===== config.mk =====
export PLATFORM = sky130hd
export DESIGN_NAME = exe_div_ctrl
export DESIGN_NICKNAME = d
export VERILOG_FILES = /design/src/rtl/exe_div_ctrl.sv
export SDC_FILE = /design/constraint.sdc
export NUM_CORES = 1
export LEC_CHECK = 0
export ABC_AREA = 1
export BUFFER_PORTS_ARGS = -buffer_cell sky130_fd_sc_hd__buf_2
export CORE_MARGIN = 8
export CORE_UTILIZATION = 45
export CTS_BUF_LIST = sky130_fd_sc_hd__clkbuf_8 sky130_fd_sc_hd__clkbuf_16
export DETAILED_ROUTE_END_ITERATION = 6
export PLACE_DENSITY = 0.73
export SYNTH_ARGS = -nofsm -noshare
export SYNTH_HDL_FRONTEND = slang
export SYNTH_SLANG_ARGS = --single-unit

===== constraint.sdc =====
create_clock -name clk -period 9.6 [get_ports clk]
set_input_delay 0.48 -clock clk [delete_from_list [all_inputs] [get_ports clk]]
set_output_delay 0.48 -clock clk [all_outputs]
set_load 0.01 [all_outputs]

===== src/rtl/exe_div_ctrl.sv =====
// exe_div_ctrl: iterative restoring divider for the EXE stage (DIV / DIVU).
//   One quotient bit per cycle, MSB first; WIDTH BUSY cycles per divide.
//   Ports:
//     clk, resetn                    clock, async active-low reset
//     EXE_DivStart, EXE_DivSigned    request + mode, sampled in IDLE only
//     EXE_ResultA, EXE_ResultB       dividend / divisor
//     EXE_Flush                      abort anything in flight
//     EXE_DivAck                     consumer took the result
//     EXE_DivStall                   combinational pipeline stall
//     EXE_DivValid                   result registers hold a valid result
//     EXE_DivQuotient / Remainder    LO / HI write data
module exe_div_ctrl #(
  parameter int WIDTH = 32
) (
  input  logic             clk,
  input  logic             resetn,
  input  logic             EXE_DivStart,
  input  logic             EXE_DivSigned,
  input  logic [WIDTH-1:0] EXE_ResultA,
  input  logic [WIDTH-1:0] EXE_ResultB,
  input  logic             EXE_Flush,
  input  logic             EXE_DivAck,
  output logic             EXE_DivStall,
  output logic             EXE_DivValid,
  output logic [WIDTH-1:0] EXE_DivQuotient,
  output logic [WIDTH-1:0] EXE_DivRemainder
);

  localparam int CW = (WIDTH > 1) ? $clog2(WIDTH) : 1;
  localparam logic [CW-1:0] LAST = CW'(WIDTH - 1);

  localparam logic [1:0] S_IDLE = 2'd0;
  localparam logic [1:0] S_BUSY = 2'd1;
  localparam logic [1:0] S_DONE = 2'd2;

  logic [1:0]       state_q, state_d;
  logic [CW-1:0]    cnt_q, cnt_d;
  logic [WIDTH-1:0] dvd_q, dvd_d;   // dividend magnitude; quotient bits shift in at LSB
  logic [WIDTH-1:0] dvs_q, dvs_d;   // divisor magnitude
  logic [WIDTH-1:0] rem_q, rem_d;   // partial remainder (always < divisor)
  logic             negq_q, negq_d;
  logic             negr_q, negr_d;
  logic [WIDTH-1:0] quo_q, quo_d;
  logic [WIDTH-1:0] rmd_q, rmd_d;

  logic             a_neg, b_neg;
  logic [WIDTH-1:0] a_mag, b_mag;
  logic [WIDTH:0]   rem_sh;         // shifted remainder needs one extra bit
  logic             ge;
  logic [WIDTH-1:0] rem_nx, q_nx;

  always_comb begin
    a_neg = EXE_DivSigned & EXE_ResultA[WIDTH-1];
    b_neg = EXE_DivSigned & EXE_ResultB[WIDTH-1];
    // Negating 0x80..0 yields 0x80..0, which is the correct unsigned magnitude.
    a_mag = a_neg ? -EXE_ResultA : EXE_ResultA;
    b_mag = b_neg ? -EXE_ResultB : EXE_ResultB;

    rem_sh = {rem_q, dvd_q[WIDTH-1]};
    ge     = rem_sh >= {1'b0, dvs_q};
    // When ge=0 the shifted value is below the divisor, so it fits WIDTH bits.
    rem_nx = ge ? WIDTH'(rem_sh - {1'b0, dvs_q}) : rem_sh[WIDTH-1:0];
    q_nx   = {dvd_q[WIDTH-2:0], ge};
  end

  always_comb begin
    state_d = state_q;
    cnt_d   = cnt_q;
    dvd_d   = dvd_q;
    dvs_d   = dvs_q;
    rem_d   = rem_q;
    negq_d  = negq_q;
    negr_d  = negr_q;
    quo_d   = quo_q;
    rmd_d   = rmd_q;

    if (EXE_Flush) begin
      state_d = S_IDLE;
    end else begin
      case (state_q)
        S_IDLE: if (EXE_DivStart) begin
          dvd_d  = a_mag;
          dvs_d  = b_mag;
          rem_d  = '0;
          cnt_d  = '0;
          negq_d = a_neg ^ b_neg;
          negr_d = a_neg;
          if (EXE_ResultB == '0) begin
            // Divide-by-zero skips the iteration; dividend is returned raw.
            quo_d   = '1;
            rmd_d   = EXE_ResultA;
            state_d = S_DONE;
          end else begin
            state_d = S_BUSY;
          end
        end
        S_BUSY: begin
          rem_d = rem_nx;
          dvd_d = q_nx;
          cnt_d = cnt_q + CW'(1);
          if (cnt_q == LAST) begin
            quo_d   = negq_q ? -q_nx : q_nx;
            rmd_d   = negr_q ? -rem_nx : rem_nx;
            state_d = S_DONE;
          end
        end
        S_DONE: if (EXE_DivAck) state_d = S_IDLE;
        default: state_d = S_IDLE;
      endcase
    end
  end

  always_ff @(posedge clk or negedge resetn) begin
    if (!resetn) begin
      state_q <= S_IDLE;
      cnt_q   <= '0;
      dvd_q   <= '0;
      dvs_q   <= '0;
      rem_q   <= '0;
      negq_q  <= 1'b0;
      negr_q  <= 1'b0;
      quo_q   <= '0;
      rmd_q   <= '0;
    end else begin
      state_q <= state_d;
      cnt_q   <= cnt_d;
      dvd_q   <= dvd_d;
      dvs_q   <= dvs_d;
      rem_q   <= rem_d;
      negq_q  <= negq_d;
      negr_q  <= negr_d;
      quo_q   <= quo_d;
      rmd_q   <= rmd_d;
    end
  end

  // Flush releases the pipeline in the same cycle; reset forces stall low
  // even if a start is presented while the state is held in IDLE.
  assign EXE_DivStall = resetn & ~EXE_Flush &
                        (((state_q == S_IDLE) & EXE_DivStart) |
                         (state_q == S_BUSY) |
                         ((state_q == S_DONE) & ~EXE_DivAck));

  assign EXE_DivValid     = (state_q == S_DONE);
  assign EXE_DivQuotient  = quo_q;
  assign EXE_DivRemainder = rmd_q;

endmodule


# After elaboration in Yosys (flattened, before gate mapping)
# Index checks and enable logic that the tools add are counted.
dict set report totals {
  elab_cells 68
  out_inout_bits 66
  romBits 0
  in_bits 70
  ff_bits 169
  n_memories 0
  mem_bits_rw 0
  latch_bits 0
}
dict set report op_classes {
  mul 0
  order_cmp 1
  n_div 0
  reduce_logical 7
  n_shift 0
  n_mux 25
  eq_ne 9
  add_sub_neg 6
  bitwise_logic 11
}
# op count
set op_table {}
lappend op_table {{$mux W32} 13}
lappend op_table {{$pmux W32 S2} 4}
lappend op_table {{$neg A32 Y32} 4}
lappend op_table {{$ge A33 B32 Y1} 1}
lappend op_table {{$logic_not A32 Y1} 1}
lappend op_table {{$sub A32 B32 Y32} 1}
lappend op_table {{$mux W2} 5}
lappend op_table {{$pmux W5 S2} 1}
lappend op_table {{$ne A3 B3 Y1 const B} 3}
lappend op_table {{$reduce_and A3 Y1} 3}
lappend op_table {{$and A1 B1 Y1} 6}
lappend op_table {{$ne A2 B2 Y1 const B} 3}
lappend op_table {{$pmux W2 S3} 1}
lappend op_table {{$add A5 B1 Y5 const B} 1}
lappend op_table {{$eq A5 B5 Y1 const B} 1}
lappend op_table {{$mux W5} 1}
lappend op_table {{$reduce_and A5 Y1} 1}
lappend op_table {{$eq A2 B1 Y1 const B} 1}
lappend op_table {{$eq A2 B2 Y1 const B} 1}
lappend op_table {{$logic_not A2 Y1} 1}
lappend op_table {{$not A1 Y1} 2}
lappend op_table {{$or A1 B1 Y1} 2}
lappend op_table {{$reduce_bool A2 Y1} 1}
lappend op_table {{$xor A1 B1 Y1} 1}

# Longest topological paths before layout
dict set report logic_depth {
  ltp_word 6
  ltp_mapped 30
  mapped_depth_nobuf 29
}

# Worst setup path after synthesis
# OpenSTA, ideal clock, no wires.
dict set report synth_path {
  path_type {register to register}
  start {register rem_q[27]}
  end {register quo_q[26], in the netlist EXE_DivQuotient[26]}
  n_path_buf 1
  path_stages_with_launch 26
  setup_slack_ps 6129
  synth_period_minus_slack_ps 3471
  arrival_time_ps 3351
  path_cell_list {dfrtp_1 -> ha_1 -> a21oi_2 -> nand2_1 -> a21oi_1 -> nand2_2 -> nor2_8 -> nand2_8 -> inv_2 -> buf_4 -> ha_1 -> nand4_1 -> nor3_1 -> nand2_1 -> nor2_1 -> nand2_1 -> nand2_1 -> nand2_1 -> a21oi_1 -> inv_1 -> nor2_1 -> a21oi_1 -> xnor2_1 -> nand2_1 -> o21ai_0 -> inv_1}
}
dict set report synth_via {
  elab_chain_len 5
}
# item line
set synth_lines {}
lappend synth_lines {{start: declaration} 40} ;# logic [WIDTH-1:0] rem_q, rem_d;
lappend synth_lines {{start signal: assignment} 129} ;# rem_q <= rem_d;
lappend synth_lines {{$ge A33 B32 Y1} 60} ;# ge = rem_sh >= {1'b0, dvs_q};
lappend synth_lines {{$neg A32 Y32} 102} ;# quo_d = negq_q ? -q_nx : q_nx;
lappend synth_lines {{$mux W32} 102}
lappend synth_lines {{$mux W32} 101} ;# if (cnt_q == LAST) begin
lappend synth_lines {{$pmux W32 S2} 80} ;# case (state_q)
lappend synth_lines {{end signal: assignment} 132} ;# quo_q <= quo_d;
lappend synth_lines {{end: declaration} 43} ;# logic [WIDTH-1:0] quo_q, quo_d;
# No other way between the ends. The select of a mux whose other input is x is not followed.
# A chain may end at the register's enable or synchronous reset.

# Final worst setup path
dict set report layout_path {
  start {register rem_q[25]}
  end {register quo_q[26], in the netlist EXE_DivQuotient[26]}
}
# The elaborated chain is that of the path after synthesis.

==> results.json <==
{
  "min_period_ns": 4.65,
  "synth_mux_area_share_pct": 0.0754,
  "critPathKind": "reg -> reg",
  "drt_wl_total_um": 43600,
  "synth_warnings": 0,
  "rsz0062_at_grt": "no",
  "clock-sinks": 169,
  "pin_count": 136,
  "worstMarginPinSlew_ns": 0.965,
  "min_path_type": "in -> async",
  "clock_path_buffers": 2,
  "ys_seq_area_share_pct": 31.9,
  "gp_congestion": 0.956,
  "startpoint_type": "flop",
  "synthAdderAreaFrac_pct": 3.73,
  "grt_pass1_vias": 13050,
  "synth_top_family_by_area": "simple AND/OR/NAND/NOR gates",
  "top_layer": "met4",
  "final_core_util_pct": 50.6,
  "synth_largest_area_cell": "dfrtp_1",
  "wl_met2_um": 20100,
  "post_cts_buffers": 0,
  "max_slew_margin_pct": 35.7,
  "drive_above_1_share_pct": 12.6,
  "viasPerCell": 5.50,
  "netlist_instances": 2047,
  "finalHoldViolCount": 2,
  "syn-cell-area_mm2": 0.0133,
  "fp.dieH_um": 188,
  "max_freq_mhz": 215,
  "core_mm2": 0.0293,
  "end_kind": "flop",
  "synth_xor_area_share_pct": 3.43,
  "wl_per_cell_um": 17.1,
  "ant_nets": 0,
  "synthesis.nets": 2156,
  "synth-edff-count": 0,
  "htreeDepth": 4,
  "drt_iter0_markers": 1578,
  "drc": 0,
  "route.layer.met1.wl_um": 19500,
  "p_leak_nw": 7.70,
  "powerDensity_mw_per_mm2": 412,
  "synth_compound_area_share_pct": 15.8,
  "avgSynthCellArea_um2": 6.49,
  "dieArea_mm2": 0.0353,
  "syn_to_final_growth_pct": 11.8,
  "ys_ff_latch": 169,
  "track_usage_pct": 24.5,
  "cts-hold-fix-buffers": 0,
  "cts_tree": "yes",
  "slew_violations": 0,
  "clkLatencyLatePin_ns": 0.45,
  "ys.flop_type": "dfrtp_1",
  "synth_top_area_share_pct": 31.9,
  "vdd_ir_drop_max_mv": 0.225,
  "antenna_found_initial": 1,
  "grt_overflow": 0,
  "drv_cap": 0,
  "dp_slack_ns": 5.12,
  "worstPathRequired_ns": 9.95,
  "start_util_pct": 45.3,
  "post-place-cells": 2513,
  "vias": 13991,
  "fin_nets": 2251,
  "setup_slack_ns": 4.95,
  "grt_pass1_wl_um": 70300,
  "cts-resized-gates": 0,
  "fp.dieW_um": 188,
  "async_reset_ff_share_pct": 100,
  "fin_hold_ws_ns": -0.00217,
  "outcome": "finished with violations",
  "setup_viol": 0,
  "dr.pass1.iters": 6,
  "failed_checks": "negative hold slack",
  "rows": 63,
  "nFillCells": 3049,
  "path_max_fanout": 43,
  "fin_setup_tns_ns": 0,
  "dp_hpwl_um": 33600,
  "path_clk_slew_ns": 0.08,
  "fin_cells": 2546,
  "netlist_top_cells_area": "dfrtp_1, nand2_1, inv_1, o21ai_0, nor2_1",
  "cp.arrival_ns": 5.00,
  "cts_inserted_buffers": 17,
  "cts-root-buf": "clkbuf_16",
  "yosysUniqueCellTypes": 60,
  "period_share_pct": 48.4,
  "finClkSkew_ns": 0.0172,
  "grt_max_degree": 87,
  "met3_length_um": 3060,
  "synth-simple-area-share_pct": 34.7,
  "io_buffers": 135
}
## registers in the layout (all words and copies together) (netlist names)
name              count
EXE_DivQuotient      32
EXE_DivRemainder     32
dvd_q                32
dvs_q                32
rem_q                32
cnt_q                 5
state_q               2
negq_q                1
negr_q                1
## cell usage after synthesis, types with 10 or more instances
master      n
a21oi_1    97
nand2_1   610
o211ai_1   10
nand4_1    25
nor2_1    177
dfrtp_1   169
xor2_1     39
or2_2      10
o31ai_1    11
clkbuf_1   57
nor2_2     19
nand2_2    27
nand3_1   126
o22ai_1    19
xnor2_1    13
inv_1     273
nor4_1     11
ha_1       38
o21ai_0   145
nor3_1     40
o21ai_1    15
a31oi_1    18
## worst paths after layout
check | end | slack [ns] | start | depth (start not counted)
max | EXE_DivQuotient[26] | 4.95 | rem_q[25] | 26
min | dvs_q[22] | -0.002 | resetn | 1
max reg2reg | EXE_DivQuotient[26] | 4.95 | rem_q[25] | 26
min reg2reg | EXE_DivRemainder[19] | 0.48 | EXE_DivRemainder[19] | 2
max in group asynchronous | dvd_q[2] | 8.40 | resetn | 2
min in group clk | state_q[0] | 0.33 | EXE_Flush | 2
## worst max-delay path, cell delays in order, from the launching register on
cell and delay [ns]:
dfrtp_1 0.43, ha_1 0.36, nand2_1 0.10, nand2_1 0.08, nand3_1 0.09, nand2_1 0.06
a21oi_1 0.26, nand2_2 0.14, nor2_8 0.29, nand2_8 0.25, inv_2 0.35, ha_1 0.25
nand4_1 0.14, nor3_1 0.27, nand2_1 0.15, nor2_1 0.20, nand2_1 0.11, nand2_1 0.10
nand2_1 0.12, a21oi_1 0.16, inv_1 0.08, nor2_1 0.12, a21oi_1 0.09, xnor2_1 0.16
nand2_1 0.06, o21ai_0 0.07, inv_1 0.05
## cell families (layout without fill, tap and decap cells)
group | after synthesis | count (layout)
AOI/OAI and AO/OA | 364 | 364
xor gates and xnor gates | 52 | 52
adders and majority gates | 39 | 39
buffers and inverters | 354 | 462
DFF | 169 | 169
muxes | 1 | 1
other | 0 | 1
and+or+nand+nor | 1068 | 1068
## layer usage
metal / up-vias / track usage [%]
met5: - / 0
met4: 0 / 6.91
met3: 63 / 3.38
met2: 590 / 39.3
met1: 6514 / 34.0
li1: 6824 / -
## report_power, final
group          total (mW)  switching (mW)  internal (mW)  leakage [nW]
Clock               0.700           0.351          0.348         0.287
Combinational        4.14            2.86           1.28          5.34
Sequential           1.28           0.250           1.03          2.07
## per-stage QoR
step                cell area [µm²]  power, mW
global placement              14300       5.31
global route                  14800       6.68
floorplan                     13300       4.29
detailed placement            14300       5.36
CTS                           14800       6.08
finish                        14800       6.12
## cells in the final DEF, fill, tap and decap left out, drive strengths merged, types with 11 or more instances in the layout
cell      n
ha       38
nor4     11
inv     287
o22ai    19
nand3   133
o21ai   164
a31oi    18
nor3     40
o31ai    11
nand2   643
or2      11
buf     148
xnor2    13
dfrtp   169
xor2     39
nand4    25
a21oi   101
nor2    199
clkbuf   17
## final cells by class
type | instances | area, µm² | area share [%]
antenna | 1 | 2.50 | 0.0169
clock buffer | 17 | 425 | 2.87
clock inverter | 15 | 160 | 1.08
inverter | 282 | 1060 | 7.13
multi-input combinational | 1524 | 7700 | 51.9
sequential | 169 | 4230 | 28.5
tap | 390 | 488 | 3.29
timing repair buffer | 148 | 779 | 5.25
Power figures use the tool's default switching activity.
